## config.mk

```make
export PLATFORM = sky130hd
export DESIGN_NAME = pool1_max_flat
export DESIGN_NICKNAME = d
export VERILOG_FILES = /design/src/rtl/pool1_max_if.sv /design/src/rtl/pool1_max.sv /design/src/flat_wrapper.sv
export SDC_FILE = /design/constraint.sdc
export NUM_CORES = 1
export LEC_CHECK = 0
export CORE_MARGIN = 2
export CORE_UTILIZATION = 60
export CTS_CLUSTER_SIZE = 8
export DETAILED_ROUTE_END_ITERATION = 6
export PLACE_DENSITY = 0.78
export SETUP_SLACK_MARGIN = 0.5
export SLEW_MARGIN = 20
export SYNTH_ARGS = -nofsm -noshare
export SYNTH_HDL_FRONTEND = slang
export SYNTH_SLANG_ARGS = --single-unit
```

## constraint.sdc

```tcl
create_clock -name clk -period 15.8 [get_ports clk]
set_input_delay 2.37 -clock clk [delete_from_list [all_inputs] [get_ports clk]]
set_output_delay 2.37 -clock clk [all_outputs]
set_load 0.01 [all_outputs]
```

## src/rtl/pool1_max_if.sv

```systemverilog
// Stream bundle for the 2x2 pooling stage: conv1 samples in, pooled samples out.
// The master drives the input samples; the pooling stage is the slave.
interface pool1_max_if #(
   parameter int DATA_W = 32
);
   logic [DATA_W-1:0] pool_data_in;
   logic              pool_data_in_valid;
   logic [DATA_W-1:0] pool_data_out;
   logic              pool_data_out_valid;
   logic              frame_done;

   modport master (
      output pool_data_in,
      output pool_data_in_valid,
      input  pool_data_out,
      input  pool_data_out_valid,
      input  frame_done
   );

   modport slave (
      input  pool_data_in,
      input  pool_data_in_valid,
      output pool_data_out,
      output pool_data_out_valid,
      output frame_done
   );
endinterface

```

## src/rtl/pool1_max.sv

```systemverilog
// 2x2 stride-2 pooling of a raster-order IN_WIDTH x IN_WIDTH stream (max by default).
// Define POOL1_AVG_EN to build the truncating average-pooling variant instead.
module pool1_max #(
   parameter int IN_WIDTH = 23,
   parameter int DATA_W   = 32
) (
   input  logic       clk,
   input  logic       rst_n,
   pool1_max_if.slave pool_if
);
   localparam int OUT_WIDTH = IN_WIDTH / 2;
   localparam int CNT_W     = $clog2(IN_WIDTH + 1);
   localparam int IDX_W     = (OUT_WIDTH > 1) ? $clog2(OUT_WIDTH) : 1;
   localparam int OCNT_W    = $clog2(OUT_WIDTH * OUT_WIDTH + 1);
   localparam logic [CNT_W-1:0]  ACT_LIM  = CNT_W'(2 * OUT_WIDTH);
   localparam logic [CNT_W-1:0]  POS_LAST = CNT_W'(IN_WIDTH - 1);
   localparam logic [OCNT_W-1:0] OUT_LAST = OCNT_W'(OUT_WIDTH * OUT_WIDTH - 1);
`ifdef POOL1_AVG_EN
   localparam int LB_W = DATA_W + 1;
`else
   localparam int LB_W = DATA_W;
`endif

   logic [CNT_W-1:0]  col_cnt_reg;
   logic [CNT_W-1:0]  row_cnt_reg;
   logic [OCNT_W-1:0] out_cnt_reg;
   logic [DATA_W-1:0] h_reg;
   logic [LB_W-1:0]   lbuf [OUT_WIDTH];
   logic [DATA_W-1:0] data_out_reg;
   logic              valid_out_reg;
   logic              frame_done_reg;

   logic              in_valid;
   logic              active;
   logic              even_col;
   logic              odd_row;
   logic              lb_wr;
   logic              out_fire;
   logic [IDX_W-1:0]  lb_idx;
   logic [LB_W-1:0]   lb_rd;
   logic [LB_W-1:0]   h_val;
   logic [DATA_W-1:0] pooled;
`ifdef POOL1_AVG_EN
   logic [DATA_W+1:0] win_sum;
`endif

   // Trailing row/column of an odd-sized map fall outside every window.
   assign in_valid = pool_if.pool_data_in_valid;
   assign active   = in_valid && (col_cnt_reg < ACT_LIM) && (row_cnt_reg < ACT_LIM);
   assign even_col = ~col_cnt_reg[0];
   assign odd_row  = row_cnt_reg[0];
   assign lb_wr    = active && !even_col && !odd_row;
   assign out_fire = active && !even_col && odd_row;
   assign lb_idx   = IDX_W'(col_cnt_reg >> 1);
   assign lb_rd    = lbuf[lb_idx];

   always_comb begin
      h_val  = '0;
      pooled = '0;
`ifdef POOL1_AVG_EN
      // Sums are carried wide so an all-ones window cannot overflow.
      win_sum = '0;
      h_val   = {1'b0, h_reg} + {1'b0, pool_if.pool_data_in};
      win_sum = {1'b0, lb_rd} + {1'b0, h_val};
      pooled  = DATA_W'(win_sum >> 2);
`else
      h_val  = (pool_if.pool_data_in > h_reg) ? pool_if.pool_data_in : h_reg;
      pooled = (lb_rd > h_val) ? lb_rd : h_val;
`endif
   end

   always_ff @(posedge clk or negedge rst_n) begin
      if (!rst_n) begin
         col_cnt_reg    <= '0;
         row_cnt_reg    <= '0;
         out_cnt_reg    <= '0;
         h_reg          <= '0;
         data_out_reg   <= '0;
         valid_out_reg  <= 1'b0;
         frame_done_reg <= 1'b0;
      end else begin
         valid_out_reg  <= 1'b0;
         frame_done_reg <= 1'b0;
         if (in_valid) begin
            if (col_cnt_reg == POS_LAST) begin
               col_cnt_reg <= '0;
               row_cnt_reg <= (row_cnt_reg == POS_LAST) ? '0 : row_cnt_reg + CNT_W'(1);
            end else begin
               col_cnt_reg <= col_cnt_reg + CNT_W'(1);
            end
         end
         if (active && even_col) begin
            h_reg <= pool_if.pool_data_in;
         end
         if (out_fire) begin
            data_out_reg  <= pooled;
            valid_out_reg <= 1'b1;
            if (out_cnt_reg == OUT_LAST) begin
               out_cnt_reg    <= '0;
               frame_done_reg <= 1'b1;
            end else begin
               out_cnt_reg <= out_cnt_reg + OCNT_W'(1);
            end
         end
      end
   end

   // Line buffer contents are always written before being read, so no reset.
   always_ff @(posedge clk) begin
      if (lb_wr) begin
         lbuf[lb_idx] <= h_val;
      end
   end

   assign pool_if.pool_data_out       = data_out_reg;
   assign pool_if.pool_data_out_valid = valid_out_reg;
   assign pool_if.frame_done          = frame_done_reg;
endmodule

```

## src/flat_wrapper.sv

```systemverilog
// flat-port wrapper written by rule: the top's interface ports become plain ports
module pool1_max_flat 
#(
   parameter int IN_WIDTH = 23,
   parameter int DATA_W   = 32
)
  (clk, rst_n, pool_if_pool_data_in, pool_if_pool_data_in_valid, pool_if_pool_data_out, pool_if_pool_data_out_valid, pool_if_frame_done);
  pool1_max_if #(.DATA_W(DATA_W)) pool_if_i ();
  input  logic clk;
  input  logic rst_n;
  input wire logic [$bits(pool_if_i.pool_data_in)-1:0] pool_if_pool_data_in;
  input wire logic [$bits(pool_if_i.pool_data_in_valid)-1:0] pool_if_pool_data_in_valid;
  output wire logic [$bits(pool_if_i.pool_data_out)-1:0] pool_if_pool_data_out;
  output wire logic [$bits(pool_if_i.pool_data_out_valid)-1:0] pool_if_pool_data_out_valid;
  output wire logic [$bits(pool_if_i.frame_done)-1:0] pool_if_frame_done;
  assign pool_if_i.pool_data_in = pool_if_pool_data_in;
  assign pool_if_i.pool_data_in_valid = pool_if_pool_data_in_valid;
  assign pool_if_pool_data_out = pool_if_i.pool_data_out;
  assign pool_if_pool_data_out_valid = pool_if_i.pool_data_out_valid;
  assign pool_if_frame_done = pool_if_i.frame_done;
  pool1_max #(.IN_WIDTH(IN_WIDTH), .DATA_W(DATA_W)) u_core (.clk(clk), .rst_n(rst_n), .pool_if(pool_if_i));
endmodule
```

Yosys cells after proc, flatten, opt, wreduce, memory -nomap -nowiden
Memory sizes are Yosys's and may differ from the RTL's.
Index checks and enable logic that the tools add are counted.
{"block": "word_totals", "ramBits": 352, "regBits": 83, "elab_cells": 37, "in_bits": 35, "memories": 1, "output_inout_bits": 34}
{"memory": "u_core.lbuf", "words": 11, "width": 32, "rd": 1, "rd_ports_with_merged_regs": 0, "wr": 1, "line_no": "pool1_max.sv:28", "source": "logic [LB_W-1:0] lbuf [OUT_WIDTH];"}
{"block": "op_classes", "n_eq_ne": 3, "add_sub_neg": 3, "reduce_logical": 8, "muxes": 10, "n_lt_le_gt_ge": 4, "bitwise_logic": 1}
{"operator": "$gt 32x32->1", "n": 2}
{"operator": "$mux 32", "n": 2}
{"operator": "$add 5x1->5 const B", "n": 2}
{"operator": "$eq 5x5->1 const B", "n": 2}
{"operator": "$lt 5x5->1 const B", "n": 2}
{"operator": "$mux 5", "n": 2}
{"operator": "$add 7x1->7 const B", "n": 1}
{"operator": "$eq 7x7->1 const B", "n": 1}
{"operator": "$mux 7", "n": 1}
{"operator": "$logic_and 1x1->1", "n": 6}
{"operator": "$mux 1", "n": 5}
{"operator": "$reduce_and 2->1", "n": 1}
{"operator": "$logic_not 1->1", "n": 1}
{"operator": "$not 1->1", "n": 1}

Logic depth before layout (Yosys ltp)
Gate-level depths: netlist of run 1.
{"block": "depth", "depth_word": 7, "ltp_mapped": 21, "ltp_nobuf": 17}

Worst setup path before layout of run 1
OpenSTA, ideal clock, no wires.
{"block": "synth_timing", "path_kind": "in2reg", "start": "input pool_if_pool_data_in[30]", "end": "register u_core.data_out_reg[12] (netlist: u_core.pool_if.pool_data_out[12])", "required_time_ps": 15734, "path_buffers": 4, "cell_stages": 20, "arrival_time_ps": 6557, "setup_time_ps": 66, "slack_ps": 9176, "cell_sequence": "ha_1 -> and4_4 -> nand2_4 -> or4_4 -> nor2b_1 -> clkbuf_1 -> buf_2 -> a32o_1 -> a221o_2 -> inv_1 -> ha_1 -> a21oi_1 -> nand2_1 -> a221o_1 -> o31a_1 -> o21ai_1 -> and2_0 -> clkbuf_1 -> clkbuf_1 -> a221o_1"}
{"block": "synth_via", "elab_chain_cells": 4}
{"element": "start, declared", "line_no": "flat_wrapper.sv:11", "source": "input wire logic [$bits(pool_if_i.pool_data_in)-1:0] pool_if_pool_data_in;"}
{"element": "$gt 32x32->1", "line_no": "pool1_max.sv:67", "source": "h_val = (pool_if.pool_data_in > h_reg) ? pool_if.pool_data_in : h_reg;"}
{"element": "$mux 32", "line_no": "pool1_max.sv:67"}
{"element": "via u_core.h_val[14]", "line_no": "pool1_max.sv:41", "source": "logic [LB_W-1:0] h_val;"}
{"element": "$gt 32x32->1", "line_no": "pool1_max.sv:68", "source": "pooled = (lb_rd > h_val) ? lb_rd : h_val;"}
{"element": "$mux 32", "line_no": "pool1_max.sv:68"}
{"element": "end signal, assigned", "line_no": "pool1_max.sv:96", "source": "data_out_reg <= pooled;"}
{"element": "end, declared", "line_no": "pool1_max.sv:29", "source": "logic [DATA_W-1:0] data_out_reg;"}
The timed path passes the listed nets, and every way through them passes these cells.
A chain may end at the register's enable or synchronous reset.

Worst setup path in the final report of run 1
{"block": "layout_timing", "start": "input pool_if_pool_data_in[7]", "end": "register u_core.data_out_reg[28] (netlist: u_core.pool_if.pool_data_out[28])"}
Same word-level chain as after synthesis.

==> results_dict.tcl, run 1 <==
set metrics [dict create \
    place_area_um2 20520 \
    die_h_um 183.7 \
    area_delta_synth_final_pct 15.02 \
    drive_gt1_frac 0.1499 \
    min_period_ps 8006 \
    synth-xor-area-share 0.003164 \
    ys_warn_count 0 \
    fin_skew_ps 22.99 \
    highest_layer "met4" \
    path_cells "clkdlybuf4s50_1, ha_1, a21oi_1, nand3_1, a221o_1, a211o_1, buf_4, a21boi_4, a221o_2, inv_1, ha_1, nand4_1, nor4_1, a21boi_0, o31a_1, o21ai_2, and2_1, buf_4, a221o_1" \
    synth_largest_area_cell "edfxtp_1" \
    design_area_um2 22290 \
    antenna_cells 0 \
    slowest_delay_ps 800 \
    netlist_top_cells_area "edfxtp_1, dfrtp_1, mux4_2" \
    syn_area_per_cell_um2 14.80 \
    insertion_delay_ps 590 \
    cts_buffer_depth 3 \
    fin_crit_sh 0.5067 \
    drv_cap 0 \
    setup_violations 0 \
    ios 69 \
    core_area_um2 31720 \
    setup_tns_ps 0 \
    muxShareOfSynthArea 0.1085 \
    grt_pass1_vias 12166 \
    end_kind "register" \
    path_class "input port to register" \
    via_per_inst 6.621 \
    wl_um 45620 \
    nFillCells 2007 \
    synthCells 1309 \
    final_max_slew_viol_count 0 \
    io_buffers 68 \
    startpoint "pool_if_pool_data_in[7]" \
    htreeDepth 2 \
    firstDrtPassIters 6 \
    cts_hold_buf 0 \
    drt-met1-wl_um 17900 \
    p_leak_nw 8.047 \
    crit_required_ps 16250 \
    synth_top_family_by_area "multiplexers" \
    slowest_stage "a21boi_4" \
    rsz0062_at_grt "no" \
    die_x_um 183.7 \
    r2r-end "u_core.pool_if.pool_data_out[28]" \
    setup.worst_path.end "u_core.pool_if.pool_data_out[28]" \
    fmax_mhz 124.9 \
    hold_class "register to register" \
    multi_input_area_um2 6238 \
    ir_drop_mv 0.1619 \
    place_congestion 0.8153 \
    postRouteAntennaNets 0 \
    synth-adder-area-share 0.04455 \
    netlist.area_leader.share 0.5455 \
    grt_overflow 0 \
    dieArea_um2 33750 \
    grt_pass1_wl_um 70410 \
    clkTransAtPathRegs_ps 50 \
    numCtsBuffers 60 \
    power_density_nw_per_um2 203.8 \
    outcome "complete, no violations" \
    final_hold_viol_count 0 \
    worst_ep_arrival_time_ps 8450 \
    worst-path-buf-inv 4 \
    start_util 0.6109 \
    grt_usage 0.2784 \
    synth-seq-cells 435 \
    layout.nets 1493 \
    wl_per_cell_um 24.75 \
    r2r_start "u_core.h_reg[7]" \
    seq_area_um2 12660 \
    fin_util 0.7027 \
    synth.net_count 1413 \
    cts_resized 0 \
    yosys.area_share.simple 0.06141 \
    critPathMaxFanout 33 \
    tritoncts "done" \
    syn_area_um2 19380 \
    hp-start "u_core.out_cnt_reg[5]" \
    antenna_found_initial 0 \
    cts-root-buf "clkbuf_16" \
    critical_path.top_delay_family "compound AO/OA/AOI/OAI gates" \
    yosysUniqueCellTypes 55 \
    synth-compound-area-share 0.09937 \
    rows 65 \
    met3_length_um 4458 \
    wl_met2_um 22010 \
    seq_area_frac_synth 0.6527 \
    cp-start-kind "input port" \
    post_cts_buffers 0 \
    r2r_slack_ps 9670 \
    drtIter0Drc 1527 \
    cts.sinks 435 \
    hpwl_um 25570 \
    largest_reg_flops 352 \
    r2r_cells 19 \
    drcViolationCount 0 \
    routed-via-count 12203 \
    tightest_slew_ps 1095 \
    slew_headroom 0.2658 \
    grt_max_degree 74 \
    crit_cells 19 \
]
==> synth_stat cells (all sizes together) <==
library cell	count
a211o	2
a21boi	2
a21o	9
a21oi	25
a221o	67
a221oi	2
a22o	1
a2bb2oi	1
a31oi	1
a32o	32
and2	2
and4	3
and4b	1
buf	30
clkbuf	45
dfrtp	83
edfxtp	352
ha	69
inv	69
mux2	1
mux2i	65
mux4	64
nand2	149
nand2b	5
nand3	12
nand4	18
nor2	53
nor2b	3
nor3	8
nor4	5
o211ai	2
o21a	3
o21ai	109
o311ai	1
o31a	1
o31ai	2
or3	3
or4	1
or4b	1
xnor2	2
xor2	5
==> area by class of cell <==
cell class / instances / area share
Clock buffer: 110 / 0.07579
Clock inverter: 4 / 0.003368
Inverter: 69 / 0.01162
Multi-Input combinational cell: 730 / 0.2799
Sequential cell: 435 / 0.5679
Tap cell: 402 / 0.02257
Timing Repair Buffer: 93 / 0.03885
==> report_power, final <==
part	internal [mW]	switching (mW)	total [mW]
clock network	0.728	0.462	1.19
logic	0.644	1.01	1.66
registers	1.55	0.145	1.69
total	2.92	1.62	4.54
==> per-stage QoR <==
stage	hold WS [ps]	cells	power, mW	worst slack [ps]
after floorplan	474.0	1309	2.799	9176
after global placement	495.6	1729	3.263	7482
after detailed placement	499.2	1729	3.338	7358
after CTS	518.3	1843	4.543	7925
after global routing	533.5	1843	4.775	7578
final	525.2	1843	4.543	7794
==> how the worst min path moves through the flow <==
| stage | cells after the start | endpoint | slack (ps) |
|---|---|---|---|
| global route | 1 | u_core.out_cnt_reg[5] | 530 |
| finish | 1 | u_core.out_cnt_reg[5] | 530 |
| global placement | 1 | u_core.out_cnt_reg[5] | 500 |
| CTS | 1 | u_core.out_cnt_reg[5] | 520 |
| detailed placement | 1 | u_core.out_cnt_reg[5] | 500 |
| floorplan | 1 | u_core.out_cnt_reg[5] | 470 |
==> kinds of logic after synthesis <==
kind of cell,count (synthesis)
adders and majority gates,69
muxes,130
buffers and inverters,144
AOI/OAI and AO/OA,260
and+or+nand+nor,264
xor gates and xnor gates,7
DFF,435
==> layer usage <==
layer	global-route usage	vias to the layer above
met5	0	-
met4	0.09888	0
met3	0.05151	92
met2	0.4433	685
met1	0.3911	6159
li1	-	5267
==> cells in the final DEF, fill, tap and decap left out, drive strengths merged, types with 2 or more instances in the layout <==
cell type      netlist  routed
nor3                 8       8
nand2b               5       5
mux2i               65      65
o31ai                2       2
and4                 3       3
clkdlybuf4s50        0      67
a32o                32      32
dfrtp               83      83
a21o                 9       9
a211o                2       2
buf                 30      26
a221o               67      67
and2                 2       2
inv                 69      71
xnor2                2       2
nor2b                3       3
nand4               18      18
xor2                 5       5
edfxtp             352     352
o211ai               2       2
a221oi               2       2
o21a                 3       3
nand2              149     149
clkbuf              45     110
o21ai              109     109
nor2                53      53
nand3               12      12
a21boi               2       2
nor4                 5       5
a21oi               25      25
mux4                64      64
ha                  69      69
or3                  3       3
(Power assumes the default switching activity.)
==> inputs of run 2 (changes only) <==
CORE_UTILIZATION = 55   (was 60)
PLACE_DENSITY = 0.76   (was 0.78)
clock period = 6.88 ns   (was 15.8 ns; I/O delays follow)
==> results_dict.tcl, run 2 (synthesis results as in run 1) <==
set metrics [dict create \
    area_delta_synth_final_pct 15.52 \
    routed-via-count 11936 \
    cts_hold_buf 0 \
    ios 69 \
    end_kind "register" \
    core_area_um2 34630 \
    tightest_slew_ps 1076 \
    busiest_layer "met2" \
    via_per_inst 6.266 \
    nFillCells 2381 \
    setup_violations 0 \
    die_x_um 191.7 \
    hold_class "input port to async pin" \
    largest_reg_flops 352 \
    wl_per_cell_um 24.05 \
    place_inst 1792 \
    multi_input_area_um2 6240 \
    grt_max_degree 80 \
    worst_ep_arrival_time_ps 6590 \
    setup_slack_ps 741.3 \
    io_buffers 68 \
    path_common_cell "buf_4" \
    critPathMaxFanout 26 \
    clkTransAtPathRegs_ps 50 \
    cts_buffer_depth 3 \
    fin_crit_sh 0.8923 \
    slew_headroom 0.2823 \
    rows 68 \
    dieArea_um2 36750 \
    postRouteAntennaNets 0 \
    mostFrequentLayoutCells "edfxtp_1, nand2_1, o21ai_0, dfrtp_1" \
    path_cells "clkdlybuf4s50_1, ha_1, and4_4, nand2_4, or4_4, nor2_8, nor2_2, buf_4, a221o_2, inv_1, ha_1, nand4_1, nor4_1, buf_4, a21boi_0, o31a_1, o21ai_2, and2_2, buf_4, a221o_1" \
    design_area_um2 22390 \
    r2r-end "u_core.pool_if.pool_data_out[8]" \
    drive_gt1_frac 0.1559 \
    drtIter0Drc 1204 \
    firstDrtPassIters 6 \
    cts.sinks 435 \
    dpl_worst_slack_ps 216.2 \
    slowest_delay_ps 590 \
    antenna_cells 0 \
    grt_util_met2 0.4113 \
    slowest_stage "or4_4" \
    drcViolationCount 0 \
    wl_um 45810 \
    tritoncts "done" \
    fin_cells 1905 \
    r2r_slack_ps 1300 \
    insertion_delay_ps 590 \
    start_util 0.5596 \
    grt_overflow 0 \
    outcome "complete, no violations" \
    grt_usage 0.2561 \
    drv_cap 0 \
    cp-start-kind "input port" \
    die_h_um 191.7 \
    r2r_cells 20 \
    final_hold_viol_count 0 \
    grt_pass1_wl_um 69900 \
    fin_skew_ps 28.18 \
    grt_pass1_vias 11900 \
    crit_required_ps 7330 \
    ir_drop_mv 0.3152 \
    layout.nets 1503 \
    startpoint "pool_if_pool_data_in[31]" \
    fmax_mhz 162.9 \
    power_density_nw_per_um2 465.5 \
    rsz0062_at_grt "no" \
    setup.worst_path.end "u_core.pool_if.pool_data_out[8]" \
    final_max_slew_viol_count 0 \
    hpwl_um 26190 \
    antenna_found_initial 0 \
    fin_util 0.6464 \
    setup_tns_ps 0 \
    place_congestion 0.8194 \
    use_met1 0.3590 \
    seq_area_um2 12660 \
    hold_ws_ps 338.5 \
    htreeDepth 2 \
    p_leak_nw 8.080 \
    final_common_cell "edfxtp_1" \
    numCtsBuffers 60 \
    min_period_ps 6139 \
    place_area_um2 20660 \
    total_power_mw 10.42 \
    cts-root-buf "clkbuf_16" \
    path_class "input port to register" \
    r2r_start "u_core.h_reg[31]" \
    met3_usage 0.04330 \
]
-- run 2: cell types whose count changed in the layout (fill, tap and decap cells not counted), sizes merged --
cell / change
buf: +10
bufinv: -1
clkinv: +1
inv: -1
-- run 2: power by group --
group	internal, mW	switching [mW]	leakage, nW
Sequential	3.55	0.473	4.22
Combinational	1.51	2.20	3.04
Clock	1.63	1.05	0.814
-- run 2: area by class of cell --
cell class / instances / share of cell area
inverter: 69 / 0.01157
tap: 455 / 0.02543
sequential: 435 / 0.5654
multi-input combinational: 730 / 0.2787
clock inverter: 3 / 0.001341
timing repair buffer: 103 / 0.04203
clock buffer: 110 / 0.07546
-- run 2: per-layer routing --
metal,wire [um],vias up
met5,0,-
met4,1297,0
met3,4064,92
met2,21880,593
met1,18570,5972
li1,-,5279
-- run 2: worst min-delay path by stage --
stage,from,endpoint,slack [ps],depth (start not counted)
2_1_floorplan,u_core.out_cnt_reg[5],u_core.out_cnt_reg[5],470,1
3_3_place_gp,u_core.out_cnt_reg[5],u_core.out_cnt_reg[5],490,1
3_5_place_dp,u_core.pool_if.pool_data_out[18],u_core.pool_if.pool_data_out[18],510,1
4_1_cts,rst_n,u_core.out_cnt_reg[2],330,1
5_1_grt,rst_n,u_core.out_cnt_reg[2],350,1
6_report,rst_n,u_core.out_cnt_reg[6],340,1
-- run 2: what timing repair did --
action	4_1_cts	5_1_grt
hold endpoints to repair	0	0
gates resized for setup	0	1
buffers inserted	0	0
setup endpoints to repair	0	3
-- run 2: worst max-delay path: cells and delay by family --
kind | cells | cell delay [ps]
compound gates | 5 | 1360
fa+ha+maj | 2 | 540
buf+inv | 5 | 1260
simple gates | 8 | 2370
==> inputs of run 3 (changes only) <==
ABC_AREA = 1   (was unset)
SETUP_SLACK_MARGIN = 0.2   (was 0.5)
==> results_dict.tcl, run 3 <==
set metrics [dict create \
    synth-seq-cells 435 \
    p_comb_frac 0.423 \
    io_buffers 68 \
    fin_skew_ps 19.59 \
    fin_cells 2352 \
    synth-xor-area-share 0.001363 \
    synthCells 1799 \
    synth-adder-area-share 0.04480 \
    clkTransAtPathRegs_ps 50 \
    p_seq_frac 0.346 \
    htreeDepth 2 \
    rsz0062_at_grt "no" \
    power_density_nw_per_um2 500.8 \
    via_per_inst 5.802 \
    final_hold_viol_count 0 \
    async_flop_share 0.1908 \
    hold_ws_ps 341.8 \
    path_class "input port to register" \
    synth-compound-area-share 0.07297 \
    netlist_top_cells_area "edfxtp_1, nand2_1, dfrtp_1" \
    drtIter0Drc 1281 \
    fmax_mhz 182.8 \
    setup_violations 0 \
    grt_pass1_wl_um 73680 \
    post_cts_buffers 0 \
    grt_usage 0.2622 \
    yosys.area_share.simple 0.1739 \
    synth_most_common_cell "nand2_1" \
    die_h_um 191.2 \
    final_max_slew_viol_count 0 \
    wl_um 47010 \
    synthTopCellsByCount "nand2_1, edfxtp_1, inv_1" \
    tightest_slew_ps 1086 \
    fin_crit_sh 0.7950 \
    start_util 0.5579 \
    worst_ep_arrival_time_ps 5980 \
    slowest_delay_ps 490 \
    final_common_cell "nand2_1" \
    seq_area_frac_synth 0.6562 \
    drive_gt1_frac 0.06589 \
    grt_overflow 0 \
    die_x_um 191.2 \
    postRouteAntennaNets 0 \
    antenna_found_initial 0 \
    wl_per_cell_um 19.99 \
    ys_warn_count 0 \
    p_leak_nw 9.158 \
    routed-via-count 13646 \
    numCtsBuffers 60 \
    slew_headroom 0.2718 \
    setup_slack_ps 1410 \
    antenna_cells 0 \
    cts_resized 0 \
    muxShareOfSynthArea 0 \
    synthFlopType "edfxtp_1" \
    outcome "complete, no violations" \
    grt_max_degree 98 \
    min_period_ps 5470 \
    cts.sinks 435 \
    cts_buffer_depth 3 \
    setup_tns_ps 0 \
    drcViolationCount 0 \
    critPathMaxFanout 33 \
    swShare 0.4034 \
    netlist.area_leader.share 0.5485 \
    tritoncts "done" \
    syn_area_per_cell_um2 10.71 \
    ir_drop_mv 0.3802 \
    path_cells "clkdlybuf4s50_1, ha_1, a21oi_1, o21a_1, nand2_1, a21oi_1, nand2_1, nand2_1, buf_4, nand2_1, nand2_1, inv_1, ha_1, nand2_1, inv_1, nand4_1, nor3b_1, nand2_1, nand2_1, buf_4, nand2_2, nand3_1, nand2_1, nand2_1" \
    mostFrequentLayoutCells "nand2_1, edfxtp_1, inv_1, nand3_1, a22oi_1" \
    dieArea_um2 36550 \
    cp-start-kind "input port" \
    synth.net_count 1903 \
    power_switching_mw 4.478 \
    grt_pass1_vias 13565 \
    firstDrtPassIters 5 \
    syn_area_um2 19270 \
    path_common_cell "nand2_1" \
    insertion_delay_ps 580 \
    core_area_um2 34540 \
    end_kind "register" \
    place_congestion 0.8641 \
    layout.nets 1983 \
    power.share.clock 0.232 \
    synth_largest_area_cell "edfxtp_1" \
    hpwl_um 28360 \
    largest_reg_flops 352 \
    cts-root-buf "clkbuf_16" \
    synth_top_family_by_area "simple AND/OR/NAND/NOR gates" \
    dpl_worst_slack_ps 491.0 \
    p_int_mw 6.623 \
    place_inst 2272 \
    drv_cap 0 \
    rows 68 \
    area_delta_synth_final_pct 15.02 \
    hold_class "input port to async pin" \
    crit_required_ps 7390 \
    cts_hold_buf 0 \
    yosysUniqueCellTypes 34 \
    slowest_stage "clkdlybuf4s50_1" \
    synth_edf_count 352 \
    ios 69 \
]
## run 3: cell types whose count changed in the layout (fill, tap and decap cells not counted), moves of 35 or more
cell,previous run,this run
inv_1,69,144
a221o_1,35,0
a21oi_1,25,71
nand3_1,12,138
mux4_2,64,0
nor2_1,45,93
mux2i_1,65,0
o21ai_0,108,13
nand2_1,148,557
a22oi_1,0,97
## run 3: power groups by stage
stage	clock, mW	sequential [mW]	combinational (mW)
2_1_floorplan	0	3.85	3.08
3_3_place_gp	0	3.87	4.41
3_5_place_dp	0	3.87	4.60
4_1_cts	2.59	3.83	4.63
5_1_grt	2.71	3.86	5.24
6_report	2.57	3.84	4.69
## run 3: area by class of cell
type,instances,area [um^2]
inverter,163,611.8
fill,2580,12380
tap,455,569.3
clock inverter,3,32.53
multi-input combinational,1121,5752
timing repair buffer,98,988.4
clock buffer,77,1565
sequential,435,12650
## run 3: kinds of logic (layout without fill, tap and decap cells)
family / after synthesis / count (layout)
simple gates: 828 / 828
flops: 435 / 435
buf+inv: 243 / 341
compound gates: 221 / 221
fa+ha+maj: 69 / 69
xor+xnor: 3 / 3
## run 3: per-layer routing
layer,track usage,wire [um]
met1,0.3673,19240
met2,0.4232,22040
met3,0.04480,4642
met4,0.07929,1086
met5,0,0
## run 3: worst paths after layout
| check | depth (start not counted) | slack [ps] | endpoint | start |
|---|---|---|---|---|
| max reg2reg | 25 | 1960 | u_core.pool_if.pool_data_out[0] | u_core.h_reg[27] |
| min in group clk | 2 | 490 | u_core.pool_if.pool_data_out[6] | u_core.pool_if.pool_data_out[6] |
| min | 1 | 340 | u_core.out_cnt_reg[0] | rst_n |
| min reg2reg | 2 | 490 | u_core.pool_if.pool_data_out[6] | u_core.pool_if.pool_data_out[6] |
| max | 24 | 1410 | u_core.pool_if.pool_data_out[0] | pool_if_pool_data_in[31] |
| max in group asynchronous | 2 | 5440 | u_core.col_cnt_reg[2] | rst_n |
## run 3: per-stage QoR
stage          cell area [um^2]  power, mW  utilization
4_1_cts                   22160      11.06       0.6416
6_report                  22170      11.10       0.6417
3_5_place_dp              20570      8.471       0.5954
3_3_place_gp              20480      8.286       0.5930
5_1_grt                   22170      11.80       0.6417
2_1_floorplan             19270      6.930            -
## run 3: worst max-delay path: cells and delay by family
| kind | cells | cell delay [ps] |
|---|---|---|
| AO/OA/AOI/OAI | 3 | 540 |
| adder cells (fa/ha/maj) | 2 | 660 |
| buffers and inverters | 5 | 1270 |
| AND/OR/NAND/NOR | 14 | 2440 |
==> variant (config.mk and constraints of run 3) <==
Compare `out_cnt_reg` against `OUT_LAST` with >= in place of ==.
--- a/src/rtl/pool1_max.sv
+++ b/src/rtl/pool1_max.sv
@@ -97,3 +97,3 @@
             valid_out_reg <= 1'b1;
-            if (out_cnt_reg == OUT_LAST) begin
+            if (out_cnt_reg >= OUT_LAST) begin
                out_cnt_reg    <= '0;
Function: no difference found for any inputs over 10 cycles, from zero or initial values and one cycle with rst_n low; that may be too few to reach the edited logic, so the function may still have changed.
==> variant against run 3 <==
Design area about the same; die area down 0.11%; non-clock buffer count up 4; first-iteration DRC count increased by 19%; worst setup slack better by 0.22 ns; total power rose by 1.2%; maximum frequency rose by 4.2%; sequential cell count stayed put; area after synthesis shrank 0.11%; sequential power hardly changed; register-to-register slack improved by 0.22 ns; routed wire length is 2.3% higher; critical endpoint is now u_core.pool_if.pool_data_out[30]$_DFFE_PN0P_; largest cell class unchanged.
==> variant: results (changes against run 3) <==
[critical_path]
r2r-end=u_core.pool_if.pool_data_out[30]$_DFFE_PN0P_
arrival_ns=5.72  ; -0.26 ns
r2r_setup_slack_ns=2.18  ; +0.22 ns
crit_family=simple AND/OR/NAND/NOR gates
r2r_cells=26  ; +4.0%
path_max_fanout=33  ; unchanged
reg2reg_from=u_core.h_reg[31]$_DFFE_PN0P_
slowest_delay_ns=0.47  ; -0.02 ns

[cells_and_area]
fin_nets=1983  ; unchanged
drive_above_1_share=0.0647  ; -0.00121
largest_reg_flops=352  ; unchanged

[outcome]
outcome=complete, no violations

[place]
dpl.hpwl_mm=28.9  ; +2.0%
place_congestion=0.874  ; +1.2%
dp_slack_ns=1.08  ; +0.593 ns

[logic_synthesis]
synth.distinct_cells=31  ; -8.8%
syn_nets=1899  ; -0.21%
yosys.area_share.xor_xnor=0.00136  ; +0.00000151
seq_area_frac_synth=0.657  ; +0.000725
synth_compound_area_frac=0.0731  ; +0.0000806
muxShareOfSynthArea=0  ; unchanged
yosysWarningCount=0  ; unchanged
synthTopCellsByArea=edfxtp_1 (55%), nand2_1 (11%), dfrtp_1 (11%)
synth-edff-count=352  ; unchanged
synth_common_cells=nand2_1 (556), edfxtp_1 (352), inv_1 (145), nand3_1 (142), nor2_1 (101)
synthAdderAreaFrac=0.0448  ; +0.0000495

[timing]
slew_headroom=0.267  ; -0.00442
finClkSkew_ns=0.0166  ; -0.00296 ns

[power_and_ir_drop]
power_leakage_nw=9.17  ; about the same
ir_worst_vdd_v=0.000268  ; -29%

[grt]
grt_pass1_wl_mm=74.3  ; +0.84%
grt_use_total=0.268  ; +0.00544
grt_pass1_vias=13533  ; -0.24%
grt_max_degree=98  ; unchanged

[drt]
viasPerCell=5.81  ; about the same
detail_route.iter0.violations=1525  ; +19%
wl_per_cell_um=20.3  ; +1.4%

[clock_tree]
hold_buffers=0  ; unchanged
clk_latency_ns=0.58  ; about the same
cts_setup_buffers=0  ; unchanged
cts_made_buffers=60  ; unchanged

[worst_hold_path]
hold_path_class=in2async

variant: cell count changes in the layout (fill, tap and decap cells not counted), moves of 2 or more:
cell and change:
nor3_2 +4, inv_2 -2, o21ai_0 +2, buf_16 -3, nand2_2 -2, nor2_4 -3, nor2_2 -2, nand3_1 +3
clkbuf_1 +19, buf_4 +8
variant: report_power, final:
part	switching [W]	total, W	internal, W
Combinational	0.00332	0.00473	0.00141
Clock	0.00104	0.00266	0.00162
Sequential	0.000192	0.00385	0.00366
variant: stage by stage:
step	hold slack (ns)	std cells	power [W]	cell area, µm²
2_1_floorplan	0.463	1795	0.00692	19300
3_3_place_gp	0.477	2272	0.00834	20500
3_5_place_dp	0.468	2272	0.00849	20500
4_1_cts	0.315	2372	0.0112	22200
5_1_grt	0.336	2372	0.0119	22200
6_report	0.317	2372	0.0112	22200
variant: logic make-up after synthesis:
family                     Yosys count
and+or+nand+nor                    825
AOI/OAI and AO/OA                  221
buffers and inverters              242
adders and majority gates           69
DFF                                435
xor gates and xnor gates             3
variant: area by class of cell:
type / count / area, µm²
inverter: 162 / 608
sequential: 435 / 12600
clock inverter: 3 / 25.0
timing repair buffer: 102 / 946
fill: 2584 / 12400
clock buffer: 97 / 1660
multi-input combinational: 1118 / 5730
tap: 455 / 569
variant: routing by layer:
layer / GRT usage / wire length, µm / vias up
li1: - / - / 6332
met1: 0.365 / 19700 / 6609
met2: 0.436 / 22600 / 731
met3: 0.0521 / 4600 / 98
met4: 0.0867 / 1150 / 0
met5: 0 / 0 / -
variant: how the worst max path moves through the flow:
stage | start | end | slack (ns) | cells past startpoint
after floorplan | pool_if_pool_data_in_valid | u_core.lbuf[9][0]$_DFFE_PP_ | 2.47 | 7
after global placement | pool_if_pool_data_in[31] | u_core.pool_if.pool_data_out[30]$_DFFE_PN0P_ | 1.16 | 26
after detailed placement | pool_if_pool_data_in[31] | u_core.pool_if.pool_data_out[30]$_DFFE_PN0P_ | 1.08 | 26
after CTS | pool_if_pool_data_in[15] | u_core.pool_if.pool_data_out[30]$_DFFE_PN0P_ | 1.68 | 25
after global routing | pool_if_pool_data_in[15] | u_core.pool_if.pool_data_out[4]$_DFFE_PN0P_ | 1.12 | 25
final | pool_if_pool_data_in[31] | u_core.pool_if.pool_data_out[30]$_DFFE_PN0P_ | 1.63 | 26
